$ cat config.mk
export PLATFORM = sky130hd
export DESIGN_NAME = m_sdram_line_writer_flat
export DESIGN_NICKNAME = d
export VERILOG_FILES = /design/src/rtl/sdram_fb_pkg.sv /design/src/rtl/m_sdram_line_writer_if.sv /design/src/rtl/m_pixel_fifo.sv /design/src/rtl/m_sdram_line_writer.sv /design/src/flat_wrapper.sv
export SDC_FILE = /design/constraint.sdc
export NUM_CORES = 1
export LEC_CHECK = 0
export BUFFER_PORTS_ARGS = -buffer_cell sky130_fd_sc_hd__buf_2
export CORE_MARGIN = 1
export CORE_UTILIZATION = 50
export DETAILED_ROUTE_END_ITERATION = 7
export PLACE_DENSITY = 0.66
export REMOVE_ABC_BUFFERS = 1
export SYNTH_ARGS = -nofsm -noshare
export SYNTH_HDL_FRONTEND = slang
export SYNTH_HIERARCHICAL = 1
export SYNTH_SLANG_ARGS = --single-unit
$ cat constraint.sdc
create_clock -name clk -period 12.1 [get_ports clk]
set_clock_uncertainty 0.05 [all_clocks]
set_input_delay 1.815 -clock clk [delete_from_list [all_inputs] [get_ports clk]]
set_output_delay 1.815 -clock clk [all_outputs]
set_load 0.02 [all_outputs]
$ cat src/rtl/sdram_fb_pkg.sv
// Shared frame-buffer definitions for the SDRAM line writer and the display line reader.
package sdram_fb_pkg;

  localparam int ADDR_COL_LSB  = 0;
  localparam int ADDR_COL_MSB  = 10;
  localparam int ADDR_ROW_LSB  = 11;
  localparam int ADDR_ROW_MSB  = 21;
  localparam int ADDR_BANK_LSB = 22;
  localparam int ADDR_BANK_MSB = 23;

  localparam logic [10:0] H_PIXELS_DEF = 11'd800;
  localparam logic [10:0] V_LINES_DEF  = 11'd600;

  typedef logic [15:0] pixel_t;

  typedef enum logic [1:0] {
    S_IDLE       = 2'd0,
    S_LINE_BEGIN = 2'd1,
    S_LINE_WRITE = 2'd2,
    S_LINE_END   = 2'd3
  } lw_state_e;

endpackage

$ cat src/rtl/m_sdram_line_writer_if.sv
// Word/address bus from the line writer (master) to the SDRAM controller (slave).
interface m_sdram_line_writer_if;
  import sdram_fb_pkg::*;

  pixel_t      DATA;
  logic [23:0] DATA_addr;
  logic        DATA_out_valid;
  logic        DATA_ack;
  logic        Serial_access;

  modport master (
    output DATA, DATA_addr, DATA_out_valid, Serial_access,
    input  DATA_ack
  );

  modport slave (
    input  DATA, DATA_addr, DATA_out_valid, Serial_access,
    output DATA_ack
  );
endinterface

$ cat src/rtl/m_pixel_fifo.sv
// Synchronous pixel FIFO; head word is read from registers, so a push is visible next cycle.
module m_pixel_fifo
  import sdram_fb_pkg::*;
#(
  parameter int DEPTH = 32
) (
  input  logic   clk,
  input  logic   rst,
  input  logic   push,
  input  logic   pop,
  input  pixel_t din,
  output pixel_t dout,
  output logic   full,
  output logic   empty
);
  localparam int AW = $clog2(DEPTH);
  localparam logic [AW:0]   FULL_CNT = (AW+1)'(DEPTH);
  localparam logic [AW-1:0] PTR_ONE  = {{(AW-1){1'b0}}, 1'b1};
  localparam logic [AW:0]   CNT_ONE  = {{AW{1'b0}}, 1'b1};

  logic [AW-1:0] wr_ptr_q, wr_ptr_d, rd_ptr_q, rd_ptr_d;
  logic [AW:0]   count_q, count_d;
  logic          do_push_s, do_pop_s;
  pixel_t        mem_q [DEPTH];

  // pointer and occupancy update; push into a full FIFO is allowed only alongside a pop
  always_comb begin
    do_pop_s  = pop && (count_q != {(AW+1){1'b0}});
    do_push_s = push && ((count_q != FULL_CNT) || do_pop_s);
    wr_ptr_d  = do_push_s ? (wr_ptr_q + PTR_ONE) : wr_ptr_q;
    rd_ptr_d  = do_pop_s  ? (rd_ptr_q + PTR_ONE) : rd_ptr_q;
    case ({do_push_s, do_pop_s})
      2'b10:   count_d = count_q + CNT_ONE;
      2'b01:   count_d = count_q - CNT_ONE;
      default: count_d = count_q;
    endcase
  end

  // pointer and occupancy registers
  always_ff @(posedge clk) begin
    if (rst) begin
      wr_ptr_q <= {AW{1'b0}};
      rd_ptr_q <= {AW{1'b0}};
      count_q  <= {(AW+1){1'b0}};
    end else begin
      wr_ptr_q <= wr_ptr_d;
      rd_ptr_q <= rd_ptr_d;
      count_q  <= count_d;
    end
  end

  // storage array
  always_ff @(posedge clk) begin
    if (do_push_s) begin
      mem_q[wr_ptr_q] <= din;
    end
  end

  assign dout  = mem_q[rd_ptr_q];
  assign full  = (count_q == FULL_CNT);
  assign empty = (count_q == {(AW+1){1'b0}});
endmodule

$ cat src/rtl/m_sdram_line_writer.sv
// Streams raster pixels from a FIFO into one SDRAM bank as one serial burst per line.
module m_sdram_line_writer
  import sdram_fb_pkg::*;
#(
  parameter logic [10:0] H_PIXELS   = H_PIXELS_DEF,
  parameter logic [10:0] V_LINES    = V_LINES_DEF,
  parameter logic [1:0]  SDRAM_BANK = 2'd0,
  parameter int          FIFO_DEPTH = 32
) (
  input  logic                  clk,
  input  logic                  rst,
  input  logic                  frame_start,
  input  pixel_t                pix_data,
  input  logic                  pix_valid,
  output logic                  pix_ready,
  output logic                  frame_done,
  m_sdram_line_writer_if.master bus
);
  lw_state_e   state_q, state_d;
  logic [10:0] row_q, row_d, col_q, col_d;
  logic        serial_q, serial_d, frame_done_q, frame_done_d;
  logic        restart_s, xfer_s, out_valid_s, fifo_rst_s, fifo_push_s;
  logic        fifo_full_s, fifo_empty_s;
  logic [23:0] addr_s;
  pixel_t      fifo_dout_s;

  // a frame_start mid-frame flushes everything queued for the old frame
  assign restart_s   = frame_start && (state_q != S_IDLE);
  assign fifo_rst_s  = rst || restart_s;
  assign xfer_s      = out_valid_s && bus.DATA_ack;
  assign fifo_push_s = pix_valid && pix_ready;

  m_pixel_fifo #(.DEPTH(FIFO_DEPTH)) u_fifo (
    .clk   (clk),
    .rst   (fifo_rst_s),
    .push  (fifo_push_s),
    .pop   (xfer_s),
    .din   (pix_data),
    .dout  (fifo_dout_s),
    .full  (fifo_full_s),
    .empty (fifo_empty_s)
  );

  // state, counter and output registers
  always_ff @(posedge clk) begin
    if (rst) begin
      state_q      <= S_IDLE;
      row_q        <= 11'd0;
      col_q        <= 11'd0;
      serial_q     <= 1'b0;
      frame_done_q <= 1'b0;
    end else begin
      state_q      <= state_d;
      row_q        <= row_d;
      col_q        <= col_d;
      serial_q     <= serial_d;
      frame_done_q <= frame_done_d;
    end
  end

  // next state and row/col counters
  always_comb begin
    state_d = state_q;
    row_d   = row_q;
    col_d   = col_q;
    if (restart_s) begin
      state_d = S_LINE_BEGIN;
      row_d   = 11'd0;
      col_d   = 11'd0;
    end else begin
      case (state_q)
        S_IDLE: begin
          if (frame_start) begin
            state_d = S_LINE_BEGIN;
            row_d   = 11'd0;
            col_d   = 11'd0;
          end else begin
            state_d = S_IDLE;
          end
        end
        S_LINE_BEGIN: begin
          col_d   = 11'd0;
          state_d = S_LINE_WRITE;
        end
        S_LINE_WRITE: begin
          // col parks at H_PIXELS-1 rather than stepping past the line
          if (xfer_s && (col_q == H_PIXELS - 11'd1)) begin
            state_d = S_LINE_END;
          end else if (xfer_s) begin
            col_d = col_q + 11'd1;
          end else begin
            col_d = col_q;
          end
        end
        S_LINE_END: begin
          if (row_q == V_LINES - 11'd1) begin
            row_d   = 11'd0;
            state_d = S_IDLE;
          end else begin
            row_d   = row_q + 11'd1;
            state_d = S_LINE_BEGIN;
          end
        end
        default: state_d = S_IDLE;
      endcase
    end
  end

  // outputs; DATA/DATA_addr read as zero whenever no word is offered
  always_comb begin
    out_valid_s  = (state_q == S_LINE_WRITE) && !fifo_empty_s;
    pix_ready    = !fifo_full_s && (state_q != S_IDLE);
    serial_d     = serial_q;
    frame_done_d = 1'b0;
    if (restart_s) begin
      serial_d = 1'b0;
    end else begin
      case (state_q)
        S_LINE_BEGIN: serial_d = 1'b1;
        S_LINE_END: begin
          serial_d     = 1'b0;
          frame_done_d = (row_q == V_LINES - 11'd1);
        end
        default: serial_d = serial_q;
      endcase
    end
    addr_s = 24'h000000;
    addr_s[ADDR_BANK_MSB:ADDR_BANK_LSB] = SDRAM_BANK;
    addr_s[ADDR_ROW_MSB:ADDR_ROW_LSB]   = row_q;
    addr_s[ADDR_COL_MSB:ADDR_COL_LSB]   = col_q;
  end

  assign bus.DATA           = out_valid_s ? fifo_dout_s : 16'h0000;
  assign bus.DATA_addr      = out_valid_s ? addr_s : 24'h000000;
  assign bus.DATA_out_valid = out_valid_s;
  assign bus.Serial_access  = serial_q;
  assign frame_done         = frame_done_q;
endmodule

$ cat src/flat_wrapper.sv
// flat-port wrapper written by rule: the top's interface ports become plain ports
module m_sdram_line_writer_flat import sdram_fb_pkg::*;
#(
  parameter logic [10:0] H_PIXELS   = H_PIXELS_DEF,
  parameter logic [10:0] V_LINES    = V_LINES_DEF,
  parameter logic [1:0]  SDRAM_BANK = 2'd0,
  parameter int          FIFO_DEPTH = 32
)
  (clk, rst, frame_start, pix_data, pix_valid, pix_ready, frame_done, bus_DATA, bus_DATA_addr, bus_DATA_out_valid, bus_Serial_access, bus_DATA_ack);
  m_sdram_line_writer_if bus_i ();
  input  logic clk;
  input  logic rst;
  input  logic frame_start;
  input  pixel_t pix_data;
  input  logic pix_valid;
  output logic pix_ready;
  output logic frame_done;
  output wire logic [$bits(bus_i.DATA)-1:0] bus_DATA;
  output wire logic [$bits(bus_i.DATA_addr)-1:0] bus_DATA_addr;
  output wire logic [$bits(bus_i.DATA_out_valid)-1:0] bus_DATA_out_valid;
  output wire logic [$bits(bus_i.Serial_access)-1:0] bus_Serial_access;
  input wire logic [$bits(bus_i.DATA_ack)-1:0] bus_DATA_ack;
  assign bus_DATA = bus_i.DATA;
  assign bus_DATA_addr = bus_i.DATA_addr;
  assign bus_DATA_out_valid = bus_i.DATA_out_valid;
  assign bus_Serial_access = bus_i.Serial_access;
  assign bus_i.DATA_ack = bus_DATA_ack;
  m_sdram_line_writer #(.H_PIXELS(H_PIXELS), .V_LINES(V_LINES), .SDRAM_BANK(SDRAM_BANK), .FIFO_DEPTH(FIFO_DEPTH)) u_core (.clk(clk), .rst(rst), .frame_start(frame_start), .pix_data(pix_data), .pix_valid(pix_valid), .pix_ready(pix_ready), .frame_done(frame_done), .bus(bus_i));
endmodule
Word-level counts from Yosys, hierarchy flattened

Memory sizes are Yosys's and may differ from the RTL's. A register that Yosys moved wholly into a read port is not among the register bits.
Index checks and enable logic that the tools add are counted.

Register bits after elaboration: 42
RAM bits: 512
Input port bits: 21
Word-level logic and storage cells: 74
Memories: 1

Add/sub/neg operators: 6
Eq/ne operators: 14
Multiplexer cells: 19
Bitwise logic cells: 1
Reductions and logical operators: 24

Memories:

| name                | words | width | read ports | clocked after memory_dff | write ports | line               | source |
|---|---|---|---|---|---|---|---|
| u_core.u_fifo.mem_q | 32    | 16    | 1          | 1                        | 1           | m_pixel_fifo.sv:24 | `pixel_t mem_q [DEPTH];` |

Operators with widths:

| cell                                                                | number |
|---|---|
| 11-bit 2-to-1 mux                                                   | 4 |
| 11-bit one-hot mux with 3 select lines                              | 1 |
| 11-bit by 1-bit adder with 11-bit output (second input constant)    | 2 |
| 11-bit by 10-bit == test with 1-bit output (second input constant)  | 2 |
| 22-bit 2-to-1 mux                                                   | 1 |
| 11-bit one-hot mux with 2 select lines                              | 1 |
| 16-bit 2-to-1 mux                                                   | 1 |
| 6-bit one-hot mux with 2 select lines                               | 1 |
| 5-bit by 1-bit adder with 5-bit output (second input constant)      | 2 |
| 5-bit 2-to-1 mux                                                    | 2 |
| 1-bit logical AND                                                   | 8 |
| 2-bit one-hot mux with 4 select lines                               | 1 |
| 2-bit nonzero test                                                  | 4 |
| 6-bit by 1-bit adder with 6-bit output (second input constant)      | 1 |
| 2-bit == test (second input constant)                               | 3 |
| 6-bit == test (second input constant)                               | 1 |
| 6-bit logical NOT                                                   | 1 |
| 2-bit inequality test (second input constant)                       | 3 |
| 6-bit inequality test (second input constant)                       | 1 |
| 6-bit nonzero test                                                  | 1 |
| 6-bit by 1-bit subtractor with 6-bit output (second input constant) | 1 |
| 1-bit 2-to-1 mux                                                    | 5 |
| 2-bit by 1-bit == test with 1-bit output (second input constant)    | 2 |
| 4-bit AND reduction                                                 | 1 |
| 12 further kinds                                                    | 14 |

Longest topological paths before layout

Gate-level depths: netlist of the first run.

Depth after elaboration: 9
Mapped depth: 17

Modules after synthesis

The synthesis of the first run kept the hierarchy.

By module, submodules not included:

| module              | times used | cells an instance | area each (sq um) | seq. area each (sq um) |
|---|---|---|---|---|
| m_pixel_fifo        | 1          | 896               | 20639.8           | 15795.1 |
| m_sdram_line_writer | 1          | 215               | 1761.7            | 520.5 |

Worst setup path before layout of the first run

No wires, ideal clock.

Kind: register to output
Start: register with a tool-made name
End: output port bus_DATA[0]
Arrival time: 2.232 ns
Slack: 8.003 ns
Cell stages (with the launch flop): 7
Path buffers: 2
Cell sequence: dfxtp_1 clkbuf_1 buf_1 mux4_2 mux4_2 mux2_2 and2_1

RTL lines:

| what             | line               | source |
|---|---|---|
| end: declaration | flat_wrapper.sv:18 | `output wire logic [$bits(bus_i.DATA)-1:0] bus_DATA;` |

==> results.txt, run 1 <==
----------------------------------------------------
[Route]
  Met3 routed wirelength ... 3.62 mm
  Antenna-violating nets left ... 0
  Highest routed layer ... met5
  Total wirelength of the detailed-routed design ... 48.0 mm
  Drt first pass iters ... 5
  Number of vias per cell after detailed routing ... 5.96
  Routed wire per std cell ... 26.0 um
  DR DRC count ... 0
  DR vias ... 11000
  Initial drt markers ... 999
  Routed length on met1 ... 20.5 mm
  Met2 wirelength from detailed routing ... 23.0 mm

[Placement]
  Dpl ws ... 6.50 ns
  Count of port buffers added during placement ... 62
  Placed insts ... 1747
  Final estimated routing congestion in global placement ... 0.780
  Half-perimeter wire length after detailed placement ... 26.5 mm

[Setup path]
  Worst setup EP type ... output pin
  Cell with the largest stage delay on the worst path ... sky130_fd_sc_hd__buf_4
  Crit start category ... register
  Endpoint required time on the critical path ... 10.23 ns
  Cell family with most CP delay ... buffers and inverters
  Setup slack of the worst register-to-register path ... 7.17 ns
  Start-to-end type of the worst setup path ... reg -> out
  Worst path bufs/invs ... 3
  Worst path arrival time ... 4.27 ns
  Cell breakdown of the critical path ... buf_4 -> buf_4 -> mux4_2 -> mux4_2 -> mux2_2 -> and2_1 -> buf_2
  Critical Path Max Stage Delay ... 0.72 ns
  Worst Path Max Fanout ... 49

[Power and ir drop]
  Register share of total power ... 55.0%
  Cell Pwr Density ... 153 mW/mm2
  Leak ... 7.89 nW
  Total power of the final layout ... 3.87 mW
  Clock network power share ... 41.4%
  Internal power ... 3.07 mW
  Switching fraction of total power ... 20.8%
  VDD IR-drop max ... 0.136 mV
  Total net switching power ... 0.803 mW
  Proportion of power drawn by combinational gates ... 3.6%

[Logic synthesis]
  Flops & latches, synth ... 559
  Number of enable flip-flop cells after synthesis ... 512
  Post-synthesis cell type count ... 64
  Post-Syn Area per Cell ... 20.2 um2
  Largest area contributor in the synthesized netlist ... sky130_fd_sc_hd__edfxtp_1
  Proportion of synthesized chip area in sequential cells ... 72.8%
  Syn. warnings ... 6
  Synth top area cells ... sky130_fd_sc_hd__edfxtp_1 69%, sky130_fd_sc_hd__mux4_2 16%, sky130_fd_sc_hd__dfxtp_1 4.2%, sky130_fd_sc_hd__and2_1 1.1%, sky130_fd_sc_hd__nor2_1 1.0%
  Post-synth top flop ... sky130_fd_sc_hd__edfxtp_1
  Async set-reset flop share out of synthesis ... 0%
  Number of cells produced by synthesis ... 1111
  Area share of the largest cell type after synthesis ... 68.6%
  Total standard cell area after synthesis ... 0.0224 mm2

[Final layout]
  Number of nets in the layout ... 1250
  Most frequent cells in the layout ... 512 x sky130_fd_sc_hd__edfxtp_1, 160 x sky130_fd_sc_hd__mux4_2, 62 x sky130_fd_sc_hd__buf_2
  Commonest non-fill, non-tap cell in the layout ... sky130_fd_sc_hd__edfxtp_1
  Non-filler instance count after layout ... 1847
  Fraction of final layout cells with drive strength greater than 1 ... 31.6%
  Growth of design area from synthesis to finish ... 12.8%
  Diode count ... 0
  Count of filler cells inserted in the layout ... 3278

[CTS]
  Reg clk slew, reported paths ... 0.06 ns
  Maximum root-to-sink buffer count ... 3
  Clock insertion delay at the later pin of the skew report ... 0.59 ns
  Number of resized instances in the post-cts repair step ... 0
  Clock root buffer ... sky130_fd_sc_hd__clkbuf_16
  Total of hold buffers inserted after clock tree synthesis ... 0
  Clock tree from TritonCTS ... yes
  Number of CTS-inserted buffers ... 55
  Count of clock tree sinks ... 559
  Post-CTS setup buffer count ... 0
  H-tree Lvls ... 2

[Die]
  Area of the placeable core ... 0.0442 mm2
  Vertical die dimension ... 214 um
  # rows ... 77
  Die outline width ... 214 um
  I/O pin count ... 65
  Die Area ... 0.0457 mm2
  Initial Utilization ... 50.7%

[Timing]
  Maximum clock frequency ... 163 MHz
  Final count of hold timing violations ... 0
  Final hold slack ... 0.451 ns
  RSZ-0062 raised after global routing ... false
  Count of endpoints failing setup in the final report ... 0
  Fin crit share ... 50.7%
  Max Slew Vio Count ... 0
  Total negative setup slack ... 0 ns
  Final critical-path required period ... 6.14 ns
  Max-slew headroom at the worst pin ... 27.5%
  Minimum setup slack in the final design ... 5.96 ns
  Worst Max-Slew Pin Slew ... 1.08 ns

[Job]
  Max capacitance violation total ... 0

[GRT]
  Combined global-route utilization of all metal layers ... 21.9%
  Global-route wire length before repair ... 70.9 mm
  Pin count of the biggest net entering global routing ... 84
  Antenna violations before repair ... 1
  Final global-route overflow total ... 0
  Via count of the first global-routing pass ... 10900

[Status]
  Run status ... finished, final reports clean

[Worst hold path]
  Hold crit path type ... reg -> reg

----------------------------------------------------
worst reg2reg max path, delay by kind of cell, from the launching register on:
kind / cells / cell delay, ns
buffers and inverters: 3 / 0.68
adders and majority gates: 1 / 0.44
DFF: 1 / 0.35
and+or+nand+nor: 5 / 2.74
AOI/OAI and AO/OA: 1 / 0.37
layer usage:
| layer | vias to the layer above | GRT usage (%) |
|---|---|---|
| met1 | 5812 | 31.2 |
| met4 | 2 | 5.52 |
| li1 | 4758 | - |
| met3 | 58 | 4.83 |
| met5 | - | 0 |
| met2 | 371 | 34.6 |
cell usage after synthesis, drive strengths merged, types with 6 or more instances:
cell and count:
nand2 19, and2 42, clkbuf 34, o21ai 10
nand2b 6, xor2 12, mux2 17, nand4 7
inv 13, nand3 14, o31ai 7, edfxtp 512
a21oi 19, buf 24, nor3 10, nor2 62
ha 16, mux4 160, or4 7, or3 8
dfxtp 47
kinds of logic (layout without fill, tap and decap cells):
logic type / after synthesis / after routing / synth area share (%)
other cells: 1 / 2 / 0.0167
compound gates: 67 / 67 / 2.14
xor+xnor: 17 / 17 / 0.665
flops: 559 / 559 / 72.8
fa+ha+maj: 17 / 17 / 0.983
mux: 182 / 182 / 17.2
buf+inv: 71 / 214 / 1.45
simple gates: 197 / 197 / 4.74
registers in the layout, indices dropped and copies added (netlist names), named ones only:
| signal | flops |
|---|---|
| u_core/u_fifo/mem_q | 512 |
| u_core/col_q | 11 |
| u_core/row_q | 11 |
| u_core/u_fifo/count_q | 6 |
| u_core/u_fifo/rd_ptr_q | 5 |
| u_core/u_fifo/wr_ptr_q | 5 |
| u_core/state_q | 2 |
| u_core/bus.Serial_access | 1 |
| u_core/frame_done | 1 |
worst paths after layout:
kind,start,to,cells past startpoint
max,register,bus_DATA[13],7
min,u_core/col_q[10],u_core/col_q[10],2
max reg2reg,u_core/state_q[0],u_core/u_fifo/mem_q[19][5],10
min reg2reg,u_core/col_q[10],u_core/col_q[10],2
power groups by stage:
| stage | clock (mW) | sequential (mW) | combinational [mW] |
|---|---|---|---|
| after floorplan | 0 | 2.17 | 0.0794 |
| after CTS | 1.64 | 2.13 | 0.141 |
| after global routing | 1.71 | 2.13 | 0.153 |
| after global placement | 0 | 2.17 | 0.137 |
| final | 1.60 | 2.13 | 0.139 |
| after detailed placement | 0 | 2.17 | 0.140 |
final cells by class:
cell class	count	area (um2)	area share [%]
multi-input cells	482	5850	23.2
clock buffers	71	1440	5.69
clock inverters	29	246	0.976
inverters	13	48.8	0.193
flip-flops and latches	559	16300	64.6
well taps	592	741	2.93
repair buffers	101	616	2.44
stage by stage:
step	util, %	cell area, um2
floorplan	-	22100
global placement	53.3	23600
detailed placement	53.3	23600
CTS	57.1	25300
global route	57.1	25300
finish	57.1	25300
Power figures use the tool's default switching activity.
==> run 2: changes to the inputs <==
Settings changed: PLACE_DENSITY 0.66 to 0.69.
Clock period 12.1 ns to 5.2 ns, I/O delays scaled along.
==> run 2 against run 1 <==
The run now ends with design-rule violations left. Highest routed layer is now met4. Final cell count about the same. Critical path type unchanged. Register-to-register slack got worse by 6.0 ns. Clock power rose by 140%.
==> results.txt, run 2 (synthesis results as in run 1) <==
----------------------------------------------------
[Final layout]
  Layout Cell Area excl Fill ... 0.0253 mm2 (+0.23%)
  Non-filler instance count after layout ... 1846 (-0.054%)
  Growth of design area from synthesis to finish ... 13.0%
  Number of nets in the layout ... 1246 (-0.32%)
  Most frequent cells in the layout ... 512 x sky130_fd_sc_hd__edfxtp_1, 160 x sky130_fd_sc_hd__mux4_2, 62 x sky130_fd_sc_hd__buf_2
  Regs by FF count ... u_core/u_fifo/mem_q x512, u_core/col_q x11, u_core/row_q x11
  Max reg flops ... 512 (unchanged)
  Post-route core utilization ... 57.3% (+0.13 points)
  Commonest non-fill, non-tap cell in the layout ... sky130_fd_sc_hd__edfxtp_1
  Register bank with the most flops ... u_core/u_fifo/mem_q
  Fraction of final layout cells with drive strength greater than 1 ... 31.4% (-0.11 points)

[Timing]
  Count of endpoints failing setup in the final report ... 0 (unchanged)
  RSZ-0062 raised after global routing ... false
  Final hold slack ... 0.350 ns (-0.101 ns)
  Max-slew headroom at the worst pin ... 17.2% (-10 points)
  Minimum setup slack in the final design ... 0.894 ns (-5.07 ns)
  Max Slew Vio Count ... 0 (unchanged)
  Worst Max-Slew Pin Slew ... 1.24 ns (+0.155 ns)
  Final count of hold timing violations ... 0 (unchanged)
  Maximum clock frequency ... 232 MHz
  Final critical-path required period ... 4.31 ns
  Fin crit share ... 82.8%

[GRT]
  Pin count of the biggest net entering global routing ... 65 (-23%)
  Met2 layer usage reported by global route ... 33.2% (-1.3 points)
  Combined global-route utilization of all metal layers ... 21.2% (-0.71 points)
  Via count of the first global-routing pass ... 10900 (+0.31%)
  Global routing met1 resource utilization ... 31.2% (about the same)
  Most Used Layer, Global Route ... met2
  Met3 Usage GRT ... 3.41% (-1.4 points)
  Antenna violations before repair ... 1 (unchanged)
  Global-route wire length before repair ... 69.7 mm (-1.8%)
  Final global-route overflow total ... 0 (unchanged)

[CTS]
  Clock root buffer ... sky130_fd_sc_hd__clkbuf_16
  Reg clk slew, reported paths ... 0.06 ns (about the same)
  Count of clock tree sinks ... 559 (unchanged)
  Number of resized instances in the post-cts repair step ... 0 (unchanged)
  H-tree Lvls ... 2 (unchanged)
  Number of CTS-inserted buffers ... 55 (unchanged)
  Clock insertion delay at the later pin of the skew report ... 0.59 ns (about the same)
  Clock tree from TritonCTS ... yes
  Maximum root-to-sink buffer count ... 3 (unchanged)
  Post-CTS setup buffer count ... 0 (unchanged)
  Total of hold buffers inserted after clock tree synthesis ... 0 (unchanged)

[Setup path]
  Worst setup EP type ... output pin
  Cell with the largest stage delay on the worst path ... sky130_fd_sc_hd__dfxtp_4
  Start-to-end type of the worst setup path ... reg -> out
  Worst Path Max Fanout ... 47 (-4.1%)
  Crit start category ... register
  Critical Path Max Stage Delay ... 0.73 ns (about the same)
  Endpoint required time on the critical path ... 4.37 ns (-5.86 ns)
  Cell family with most CP delay ... multiplexers
  Worst path bufs/invs ... 2 (-1)
  Critical Path Most Common Cell ... sky130_fd_sc_hd__mux4_2
  Cell breakdown of the critical path ... buf_12 -> mux4_2 -> mux4_2 -> mux2_2 -> and2_1 -> buf_2
  Beginning of the worst register-to-register path ... u_core/state_q[0]
  Worst path arrival time ... 3.48 ns (-0.79 ns)

[Placement]
  Count of port buffers added during placement ... 62 (unchanged)
  Half-perimeter wire length after detailed placement ... 26.6 mm (+0.53%)
  Placed insts ... 1743 (-0.23%)
  Dpl ws ... 1.16 ns (-5.34 ns)
  Final estimated routing congestion in global placement ... 0.816 (+4.6%)
  Instance area at placement ... 0.0236 mm2 (about the same)

[Power and ir drop]
  VDD IR-drop max ... 0.245 mV (+81%)
  Cell Pwr Density ... 361 mW/mm2 (+140%)
  Leak ... 7.90 nW (+0.12%)

[Job]
  Max capacitance violation total ... 0 (unchanged)

[Die]
  Initial Utilization ... 50.7% (unchanged)
  Vertical die dimension ... 214 um (unchanged)
  Die Area ... 0.0457 mm2 (unchanged)
  # rows ... 77 (unchanged)
  Die outline width ... 214 um (unchanged)
  I/O pin count ... 65 (unchanged)
  Area of the placeable core ... 0.0442 mm2 (unchanged)

[Route]
  DR vias ... 11000 (-0.082%)
  Number of vias per cell after detailed routing ... 5.95 (about the same)
  Routed wire per std cell ... 25.1 um (-3.3%)
  DR DRC count ... 4 (+4)
  Total wirelength of the detailed-routed design ... 46.4 mm (-3.4%)
  Antenna-violating nets left ... 0 (unchanged)
  Drt first pass iters ... 7 (+2)
  Initial drt markers ... 1071 (+7.2%)

[Status]
  Failing checks ... design-rule violations
  Run status ... finished, violations left

[Worst hold path]
  Hold crit path type ... in -> reg
  Start point of the worst hold path ... rst

----------------------------------------------------
## run 2: changes by cell type in the layout (fill, tap and decap cells not counted), sizes merged
cell	before	now
buf	101	97
bufinv	3	5
clkinv	24	22
clkinvlp	1	3
diode	0	1
## run 2: final timing paths
| path | endpoint | slack [ns] | depth (start not counted) |
|---|---|---|---|
| max reg2reg | u_core/u_fifo/mem_q[31][10] | 1.16 | 9 |
| max | bus_DATA[13] | 0.89 | 6 |
| min reg2reg | u_core/col_q[10] | 0.45 | 2 |
| min | u_core/state_q[0] | 0.35 | 2 |
## run 2: routing by layer
metal,wire [um],vias up
met5,0,-
met4,947,0
met3,2750,64
met2,22500,341
met1,20100,5828
li1,-,4759
## run 2: final cells by class
type	count	area, um2
flip-flops and latches	559	16300
multi-input cells	482	5850
repair buffers	97	611
well taps	592	741
diodes	1	2.50
clock inverters	31	269
inverters	13	48.8
fillers	3243	18900
clock buffers	71	1480
## run 2: where the power goes
part	internal, mW	switching, mW	leakage [nW]
sequential	4.93	0.0192	4.99
combinational	0.109	0.227	2.08
clock	2.24	1.60	0.838
total	7.28	1.85	7.90
## run 2: worst register-to-register path, delay by kind of cell (launching register included)
family | cells | cell delay [ns]
adders and majority gates | 1 | 0.41
DFF | 1 | 0.35
buffers and inverters | 2 | 0.30
AOI/OAI and AO/OA | 1 | 0.36
and+or+nand+nor | 5 | 2.19
## run 2: stage by stage
stage / TNS [ns] / power (mW)
6_report: 0 / 9.13
5_1_grt: 0 / 9.41
4_1_cts: 0 / 9.22
3_5_place_dp: 0 / 5.38
3_3_place_gp: 0 / 5.37
2_1_floorplan: -39.86 / 5.23
